[src/rtl/pyr_pkg.sv]
// rtl/pyr_pkg.sv - shared constants and helpers for the averaging pyramid generator
package pyr_pkg;

  // Legal range for the number of pyramid levels
  localparam int LEVELS_MIN = 1;
  localparam int LEVELS_MAX = 4;

  // Added before the divide-by-4 so the 2x2 average rounds to nearest
  localparam int RND_CONST = 2;

  // Width of the sum of four pixels: two extra carry bits
  function automatic int sum_w(input int pix_w);
    return pix_w + 2;
  endfunction

endpackage

[src/rtl/pyr_down2.sv]
// rtl/pyr_down2.sv - one 2x2 rounded box-filter down-sampling stage
module pyr_down2
  import pyr_pkg::*;
#(
  parameter int PIX_W = 8,
  parameter int ROW_W = 64
) (
  input  logic             clk,
  input  logic             reset,
  input  logic             in_wen,
  input  logic [PIX_W-1:0] in_pix,
  input  logic             in_sof,
  output logic             out_wen,
  output logic [PIX_W-1:0] out_pix,
  output logic             out_sof
);

  localparam int CW = (ROW_W > 1) ? $clog2(ROW_W) : 1;
  localparam int BW = (ROW_W > 2) ? $clog2(ROW_W / 2) : 1;
  localparam int HW = PIX_W + 1;
  localparam int SW = sum_w(PIX_W);

  logic [CW-1:0]    col_q, col_d;
  logic             odd_row_q, odd_row_d;
  logic [PIX_W-1:0] pair_q, pair_d;
  logic             sof_pend_q, sof_pend_d;
  logic             out_wen_q, out_wen_d;
  logic [PIX_W-1:0] out_pix_q, out_pix_d;
  logic             out_sof_q, out_sof_d;

  logic [HW-1:0]    line_buf [0:(1<<BW)-1];
  logic             buf_we;
  logic [BW-1:0]    buf_idx;
  logic [HW-1:0]    hsum;
  logic [SW-1:0]    avg;
  logic [CW-1:0]    cur_col;
  logic             cur_odd;

  // Position tracking, pair latch, row-0 buffering and row-1 averaging
  always_comb begin
    col_d      = col_q;
    odd_row_d  = odd_row_q;
    pair_d     = pair_q;
    sof_pend_d = sof_pend_q;
    out_wen_d  = 1'b0;
    out_pix_d  = out_pix_q;
    out_sof_d  = 1'b0;
    buf_we     = 1'b0;
    // A start-of-frame pixel is always (0,0), whatever the counters say
    cur_col    = in_sof ? '0 : col_q;
    cur_odd    = in_sof ? 1'b0 : odd_row_q;
    buf_idx    = BW'(cur_col >> 1);
    hsum       = HW'(pair_q) + HW'(in_pix);
    avg        = SW'(line_buf[buf_idx]) + SW'(hsum) + SW'(RND_CONST);
    if (in_wen) begin
      if (in_sof) begin
        sof_pend_d = 1'b1;
      end
      if (!cur_col[0]) begin
        pair_d = in_pix;
      end else if (!cur_odd) begin
        buf_we = 1'b1;
      end else begin
        out_wen_d  = 1'b1;
        out_pix_d  = PIX_W'(avg >> 2);
        // The first output after a sof is the (row 1, col 1) block
        out_sof_d  = sof_pend_d;
        sof_pend_d = 1'b0;
      end
      if (cur_col == CW'(ROW_W - 1)) begin
        col_d     = '0;
        odd_row_d = ~cur_odd;
      end else begin
        col_d     = cur_col + 1'b1;
        odd_row_d = cur_odd;
      end
    end
  end

  // Stage state and registered outputs
  always_ff @(posedge clk or posedge reset) begin
    if (reset) begin
      col_q      <= '0;
      odd_row_q  <= 1'b0;
      pair_q     <= '0;
      sof_pend_q <= 1'b0;
      out_wen_q  <= 1'b0;
      out_pix_q  <= '0;
      out_sof_q  <= 1'b0;
    end else begin
      col_q      <= col_d;
      odd_row_q  <= odd_row_d;
      pair_q     <= pair_d;
      sof_pend_q <= sof_pend_d;
      out_wen_q  <= out_wen_d;
      out_pix_q  <= out_pix_d;
      out_sof_q  <= out_sof_d;
    end
  end

  // Horizontal pair sums of the even row; always written before the odd row reads them
  always_ff @(posedge clk) begin
    if (buf_we) begin
      line_buf[buf_idx] <= hsum;
    end
  end

  assign out_wen = out_wen_q;
  assign out_pix = out_pix_q;
  assign out_sof = out_sof_q;

endmodule

[src/rtl/pyramid_gen_avg.sv]
// rtl/pyramid_gen_avg.sv - multi-level averaging image pyramid write-stream generator
module pyramid_gen_avg
  import pyr_pkg::*;
#(
  parameter int PIX_W  = 8,
  parameter int IMG_W  = 64,
  parameter int IMG_H  = 64,
  parameter int LEVELS = 3
) (
  input  logic                    clk,
  input  logic                    reset,
  input  logic                    in_valid,
  input  logic                    in_sof,
  input  logic [PIX_W-1:0]        in_pixel,
  output logic [LEVELS*PIX_W-1:0] lvl_pix,
  output logic [LEVELS-1:0]       lvl_wen,
  output logic [LEVELS-1:0]       lvl_sof,
  output logic                    frame_done
);

  localparam int TOTAL = (IMG_W * IMG_H) >> (2 * (LEVELS - 1));
  localparam int NW    = (TOTAL > 1) ? $clog2(TOTAL) : 1;

  if (LEVELS < LEVELS_MIN || LEVELS > LEVELS_MAX) begin : g_bad_levels
    $error("pyramid_gen_avg: LEVELS must be within 1..4");
  end

  logic             l0_wen_q, l0_wen_d;
  logic [PIX_W-1:0] l0_pix_q, l0_pix_d;
  logic             l0_sof_q, l0_sof_d;
  logic [NW-1:0]    cnt_q, cnt_d;
  logic [NW-1:0]    cnt_base;

  logic             st_wen [LEVELS];
  logic [PIX_W-1:0] st_pix [LEVELS];
  logic             st_sof [LEVELS];

  assign st_wen[0] = l0_wen_q;
  assign st_pix[0] = l0_pix_q;
  assign st_sof[0] = l0_sof_q;

  for (genvar k = 1; k < LEVELS; k++) begin : g_stage
    pyr_down2 #(
      .PIX_W (PIX_W),
      .ROW_W (IMG_W >> (k - 1))
    ) u_down2 (
      .clk     (clk),
      .reset   (reset),
      .in_wen  (st_wen[k-1]),
      .in_pix  (st_pix[k-1]),
      .in_sof  (st_sof[k-1]),
      .out_wen (st_wen[k]),
      .out_pix (st_pix[k]),
      .out_sof (st_sof[k])
    );
  end

  for (genvar k = 0; k < LEVELS; k++) begin : g_out
    assign lvl_wen[k]                 = st_wen[k];
    assign lvl_sof[k]                 = st_sof[k];
    assign lvl_pix[k*PIX_W +: PIX_W]  = st_pix[k];
  end

  // Level-0 capture and the top-level write counter that marks frame end
  always_comb begin
    l0_wen_d   = in_valid;
    l0_pix_d   = in_valid ? in_pixel : l0_pix_q;
    l0_sof_d   = in_valid & in_sof;
    cnt_base   = st_sof[LEVELS-1] ? '0 : cnt_q;
    cnt_d      = cnt_q;
    frame_done = 1'b0;
    if (st_wen[LEVELS-1]) begin
      if (cnt_base == NW'(TOTAL - 1)) begin
        cnt_d      = '0;
        frame_done = 1'b1;
      end else begin
        cnt_d = cnt_base + 1'b1;
      end
    end
  end

  // Level-0 register stage and frame counter
  always_ff @(posedge clk or posedge reset) begin
    if (reset) begin
      l0_wen_q <= 1'b0;
      l0_pix_q <= '0;
      l0_sof_q <= 1'b0;
      cnt_q    <= '0;
    end else begin
      l0_wen_q <= l0_wen_d;
      l0_pix_q <= l0_pix_d;
      l0_sof_q <= l0_sof_d;
      cnt_q    <= cnt_d;
    end
  end

endmodule

[config.mk]
export PLATFORM = sky130hd
export DESIGN_NAME = pyramid_gen_avg
export DESIGN_NICKNAME = d
export VERILOG_FILES = /design/src/rtl/pyr_pkg.sv /design/src/rtl/pyr_down2.sv /design/src/rtl/pyramid_gen_avg.sv
export SDC_FILE = /design/constraint.sdc
export NUM_CORES = 1
export LEC_CHECK = 0
export CAP_MARGIN = 25
export CORE_AREA = 2 2 247 249
export CTS_CLUSTER_DIAMETER = 50
export CTS_CLUSTER_SIZE = 10
export DETAILED_ROUTE_END_ITERATION = 16
export DIE_AREA = 0 0 249 251
export DONT_BUFFER_PORTS = 1
export PLACE_DENSITY = 0.51
export SLEW_MARGIN = 15
export SYNTH_ARGS = -nofsm -noshare
export SYNTH_HDL_FRONTEND = slang
export SYNTH_SLANG_ARGS = --single-unit
export TNS_END_PERCENT = 30
[constraint.sdc]
create_clock -name clk -period 5.1 [get_ports clk]
set_clock_uncertainty 0.2 [all_clocks]
set_input_delay 1.02 -clock clk [delete_from_list [all_inputs] [get_ports clk]]
set_output_delay 1.02 -clock clk [all_outputs]
set_load 0.02 [all_outputs]
==> results.md, run 1 <==
- Slew HR: ~34%
- Final Hold Violating Endpoints: 0
- CTS Buf Count: 66
- WL final: between 50000 and 60000 um
- Wire per inst: roughly 23 um
- Worst Reg-to-Reg Cells: 19
- # hold bufs at CTS: 0
- LEAKAGE: 7.87 nW
- Pin count of the biggest net entering global routing: between 40 and 50
- Status: complete, no violations
- First-pass GRT wire length: 80100 um
- Die H: about 250 um
- Hold depth: 0
- Clk_lat worst skew: around 0.61 ns
- Setup TNS: 0 ns
- Slew @ Worst Pin: a little under 1 ns
- IO buf count: 0
- HPWL after DPL: between 30000 and 40000 um
- CTS root buf: clkbuf_16
- Sequential area share after synthesis: between 70 and 80%
- CTS tree: yes
- Final hold slack: 0.231 ns
- Vias/cell: 5.35
- Gpl congestion: about 0.86
- Starting Density: 34.7%
- Distinct cell type count after synthesis: 71
- DRC: 0
- Synth top area cells: edfxtp_1 62%, dfrtp_1 8.3%, o22ai_1 5.8%, ha_1 3.0%, nor2_1 2.8%
- RR Endpoint: g_stage[1].u_down2.out_pix[7]
- Std-Cell Rows: 90
- Worst hold path type: primary input to register
- Crit end category: register
- Fin crit period: roughly 4.7 ns
- Ys Warns: 0
- Worst EP arrival: 4.99 ns
- Chip Width: around 250 um
- Hold Path End: l0_wen_q
- Antenna Nets Post-Route: 0
- Post-synth top cells: 432 x edfxtp_1, 191 x o22ai_1, 154 x nor2_1, 69 x dfrtp_1, 50 x ha_1
- CTS sink count: 501
- Setup violators final: 0
- Crit path max fanout: 17
- Die Area: 0.0625 mm2
- RSZ-0062 raised after global routing: false
- Count of state elements after synthesis: between 500 and 600
- Max VDD drop: between 0.3 and 0.4 mV
- Vias: approximately 12000
- Global route total overflow: 0
- H-tree depth: 3
- Critical path class: register to register
- Drt pass-1 iters: 7
- Yosys top cell by area: edfxtp_1
- Most frequent cell after synthesis: edfxtp_1
- Final period utilization: roughly 92%
- Most used DFF post-synth: edfxtp_1
- DRT iter0 DRCs: 1086
- Flop2flop setup slack: between 0.3 and 0.4 ns
- Worst hold start: in_valid
- I/O pin count: 43
- Number of flops mapped to enable cells by yosys: about 430
- Syn-to-layout area delta: 15.7%
- CTS Buffer Depth: 3
- # diodes: 0
- Layout cells sized above 1: 15.0%
- Synth Net Count: roughly 1500
- Post-synth top area share: between 60% and 70%
- Vias in the first global route: roughly 13000
- Reg2Reg Launch Point: l0_sof_q
- Clock transition at the registers of the reported paths: 0.06 ns
- Max cap viols: 0
- Slew Limit Fails: 0
- Average size of a mapped cell: about 14 um2
- Pwr Density: slightly above 500 mW/mm2
- Initial antenna violation count: 1
- GR Util All Layers: 17.1%
- Nets: between 1500 and 2000
- Core box area: ~0.060 mm2
- Synthesized area: roughly 0.021 mm2
- Setup crit start kind: register
- Cells after synthesis: approximately 1400
- Crit path required time: 5.38 ns
- Fmax: roughly 210 MHz
- Synth async-reset ratio: between 10 and 15%
-- placed cells by master, fill, tap and decap left out, types with 13 or more instances in the layout --
cell type,count
o221ai_1,13
o22ai_1,191
dfrtp_1,67
o21ai_0,36
nor2_1,154
inv_1,39
buf_4,81
edfxtp_1,432
mux2i_1,38
mux2_2,27
clkbuf_1,13
nand2_1,47
ha_1,50
nor2b_1,17
nor3_1,13
nand3_1,15
nand2b_1,16
a21oi_1,34
a22oi_1,13
clkbuf_16,66
-- flip-flops by register name, indices dropped and copies added, names as in the netlist --
register                    cells
g_stage.u_down2.odd_row_q       2
g_stage.u_down2.out_sof         2
cnt_q                           8
l0_wen_q                        1
l0_pix_q                        8
g_stage.u_down2.pair_q         16
g_stage.u_down2.col_q          11
g_stage.u_down2.out_pix        16
g_stage.u_down2.sof_pend_q      2
g_stage.u_down2.line_buf      432
l0_sof_q                        1
g_stage.u_down2.out_wen         2
-- cell type report --
type,count,area [um2]
Fill cell,5446,35700
Sequential cell,501,14700
Multi-Input combinational cell,821,5600
Clock buffer,80,1710
Tap cell,782,978
Timing Repair Buffer,84,651
Clock inverter,21,249
Inverter,41,155
-- routing by layer --
| layer | vias to the layer above | GRT usage (%) | routed length, um |
|---|---|---|---|
| met2 | 397 | 27.3 | 24700 |
| met4 | 2 | 5.56 | 1250 |
| met1 | 6246 | 23.5 | 24100 |
| li1 | 5737 | - | - |
| met3 | 91 | 3.42 | 3090 |
| met5 | - | 0 | 13 |
-- worst max-delay path, stage by stage, from the launching register on --
cell,delay [ns]
dfrtp_1,0.39
buf_4,0.22
nor2_4,0.29
o22ai_1,0.13
nor2_1,0.14
o22ai_1,0.09
or4_1,0.57
ha_1,0.30
nor2b_1,0.11
o2111a_1,0.27
nand2_1,0.11
fa_1,0.48
nor2b_1,0.12
o21ai_0,0.10
a21boi_0,0.28
o21ai_0,0.15
a21boi_1,0.21
o21ai_0,0.11
a21boi_0,0.20
o31ai_1,0.09
-- worst max-delay path by stage --
| stage | start | to | slack, ns | depth (start not counted) |
|---|---|---|---|---|
| CTS | g_stage[1].u_down2.col_q[1] | g_stage[1].u_down2.out_pix[7] | 0.30 | 20 |
| finish | l0_sof_q | g_stage[1].u_down2.out_pix[7] | 0.38 | 19 |
| detailed placement | g_stage[1].u_down2.col_q[1] | g_stage[1].u_down2.out_pix[7] | 0.32 | 20 |
| global placement | l0_sof_q | g_stage[1].u_down2.out_pix[7] | 0.48 | 20 |
| global route | g_stage[1].u_down2.col_q[1] | g_stage[1].u_down2.out_pix[7] | 0.001 | 20 |
| floorplan | g_stage[1].u_down2.col_q[1] | g_stage[1].u_down2.out_pix[7] | 0.74 | 23 |
-- cell families after synthesis --
| logic type | Yosys count | synth area share [%] |
|---|---|---|
| AO/OA/AOI/OAI | 364 | 11.5 |
| buffers and inverters | 125 | 2.66 |
| multiplexers | 70 | 3.84 |
| flip-flops | 501 | 70.7 |
| AND/OR/NAND/NOR | 317 | 7.18 |
| XOR/XNOR | 16 | 0.674 |
| adder cells (fa/ha/maj) | 54 | 3.40 |
-- per-stage QoR --
step	total power, W	area [um2]	util (%)	setup WS, ns	instances
after detailed placement	0.00836	22000	36.8	0.319	2222
after global routing	0.0131	24000	40.2	0.00126	2330
final	0.0125	24000	40.2	0.384	2330
after floorplan	0.00711	20800	-	0.738	1447
after global placement	0.00831	22000	36.8	0.476	2220
after CTS	0.0126	24000	40.1	0.302	2323
-- where the power goes --
| part | switching, W | leakage, nW | internal [W] |
|---|---|---|---|
| logic | 0.00207 | 2.42 | 0.00107 |
| registers | 0.000120 | 4.51 | 0.00504 |
| clock network | 0.00174 | 0.943 | 0.00246 |
| total | 0.00393 | 7.87 | 0.00856 |
-- what timing repair did --
| item | CTS | global route |
|---|---|---|
| setup endpoints to repair | 0 | 2 |
| buffers inserted | 0 | 2 |
| endpoints found under the hold margin | 0 | 0 |
| gates resized for setup | 0 | 5 |
Power figures use the tool's default switching activity.
==> inputs of run 2 (changes only) <==
- CAP_MARGIN: 25 -> default
==> run 2 against run 1 <==
Effect of this change: total power increased by 0.52%; routed wire length up 0.21%; combinational power about the same; fmax grew 0.69%; critical path type unchanged; critical endpoint unchanged; highest routed layer is now met4.
==> results.md, run 2 (synthesis gave the netlist of run 1 again) <==
- Final period utilization: ~90%
- Fin crit period: 4.68 ns
- # diodes: 0
- Top reg by flops: g_stage.u_down2.line_buf
- RSZ-0062 raised after global routing: false
- CTS tree: yes
- Chip Width: about 250 um
- Starting Density: 34.7%
- Worst EP arrival: 4.95 ns
- Worst Reg-to-Reg Cells: 19
- Max cap viols: 0
- Fmax: 213 MHz
- Global route total overflow: 0
- DRT iter0 DRCs: about 1100
- Crit end category: register
- Reg2Reg Launch Point: l0_sof_q
- Vias/cell: approximately 5.4
- Layout cells sized above 1: approximately 15%
- Die H: ~250 um
- Wire per inst: roughly 23 um
- Max incr delay on CP: around 0.58 ns
- Max VDD drop: ~0.37 mV
- Vias in the first global route: 12700
- Post-Place Setup Slack: 0.337 ns
- Total power: ~0.013 W
- Crit-path slowest cell: or4_1
- Final worst slack: roughly 0.42 ns
- CTS Buf Count: 67
- H-tree depth: 3
- CTS Buffer Depth: 3
- Flop2flop setup slack: between 0.4 and 0.5 ns
- Pwr Density: 523 mW/mm2
- Worst hold path type: primary input to register
- CP Capture Point: g_stage[1].u_down2.out_pix[7]
- Multi-input logic area: 0.00560 mm2
- Crit path required time: about 5.4 ns
- First-pass GRT wire length: roughly 80000 um
- Register Area: about 0.015 mm2
- Slew HR: between 20% and 30%
- Clock transition at the registers of the reported paths: about 0.060 ns
- Post-CTS Setup Bufs: 0
- Core box area: 0.0598 mm2
- Crit-path cells: buf_4 > nor2_4 > o22ai_1 > nor2_1 > o22ai_1 > or4_1 > ha_1 > nor2b_1 > o2111a_1 > nand2_1 > fa_1 > nor2b_1 > o21ai_0 > a21boi_0 > o21ai_0 > a21boi_1 > o21ai_0 > a21boi_0 > o31ai_1
- Pin count of the biggest net entering global routing: 46
- Most common cell after layout, fill and taps aside: edfxtp_1
- Status: complete, no violations
- Critical path class: register to register
- Nets: approximately 1600
- WL final: between 50000 and 60000 um
- Antenna Nets Post-Route: 0
- RR Endpoint: g_stage[1].u_down2.out_pix[7]
- Syn-to-layout area delta: 15.4%
- Slew Limit Fails: 0
- Largest register FFs: roughly 430
- Clk_lat worst skew: 0.60 ns
- Std-Cell Rows: 90
- Initial antenna violation count: 0
- Most frequent CP cell: o21ai_0
- Setup crit start kind: register
- Setup violators final: 0
- Die Area: ~0.062 mm2
- DRC: 0
- IO buf count: 0
- Fillers: roughly 5500
- Vias: approximately 13000
- Drt pass-1 iters: 5
- Crit path max fanout: 17
- Critical Path Source: l0_sof_q
- Setup TNS: 0 ns
- Post-cts resize count: 0
- Final Hold Violating Endpoints: 0
- # hold bufs at CTS: 0
- Slew @ Worst Pin: 1.14 ns
- Gpl congestion: ~0.86
- Commonest non-fill, non-tap cells in the layout: 432 x edfxtp_1, 191 x o22ai_1, 154 x nor2_1
- CTS sink count: between 500 and 600
- LEAKAGE: a little under 8 nW
- CTS root buf: clkbuf_16
- GR Util All Layers: around 17%
- HPWL after DPL: 34500 um
- I/O pin count: 43
==> run 2: cell count changes in the layout (fill, tap and decap cells not counted), sizes merged <==
cell,delta
buf,-9
clkinvlp,+1
clkinv,-2
bufinv,+1
inv,+1
clkbuf,-1
==> run 2: layout make-up <==
cell class / count / area share, %
Tap cell: 782 / 4.08
Clock inverter: 22 / 0.934
Inverter: 41 / 0.647
Multi-Input combinational cell: 821 / 23.3
Sequential cell: 501 / 61.3
Clock buffer: 79 / 7.31
Timing Repair Buffer: 75 / 2.40
==> run 2: where the power goes <==
part / switching, W / total [W] / internal (W)
combinational: 0.00207 / 0.00314 / 0.00107
clock: 0.00171 / 0.00426 / 0.00255
sequential: 0.000121 / 0.00516 / 0.00504
total: 0.00390 / 0.0126 / 0.00865
==> run 2: worst min-delay path by stage <==
stage                                  start                    endpoint  slack, ns  depth (start not counted)
5_1_grt                             in_valid                    l0_wen_q       0.22                          0
4_1_cts                             in_valid                    l0_wen_q       0.22                          0
3_5_place_dp                        cnt_q[7]                    cnt_q[7]       0.29                          1
6_report                            in_valid                    l0_wen_q       0.24                          0
2_1_floorplan                       cnt_q[7]                    cnt_q[7]       0.25                          1
3_3_place_gp   g_stage[2].u_down2.sof_pend_q  g_stage[2].u_down2.out_sof       0.28                          2
==> run 2: stage by stage <==
step,hold slack [ns],instances,area (um2),utilization (%)
after floorplan,0.249,1447,20800,-
after global routing,0.215,2321,24000,40.1
final,0.242,2321,24000,40.1
after CTS,0.219,2321,24000,40.1
after detailed placement,0.287,2220,22000,36.8
after global placement,0.278,2220,22000,36.8
==> run 2: layer usage <==
metal  GRT usage [%]  up-vias  wire length (um)
met2            27.7      384             25000
met5               0        -                 0
met3            2.89       89              2940
li1                -     5727                 -
met1            23.6     6301             24100
met4            5.21        0              1230
==> run 2: critical path, delay by kind of cell (launching register included) <==
kind | cells | cell delay (ns)
buf+inv | 1 | 0.22
simple gates | 6 | 1.36
flops | 1 | 0.39
compound gates | 10 | 1.61
fa+ha+maj | 2 | 0.78
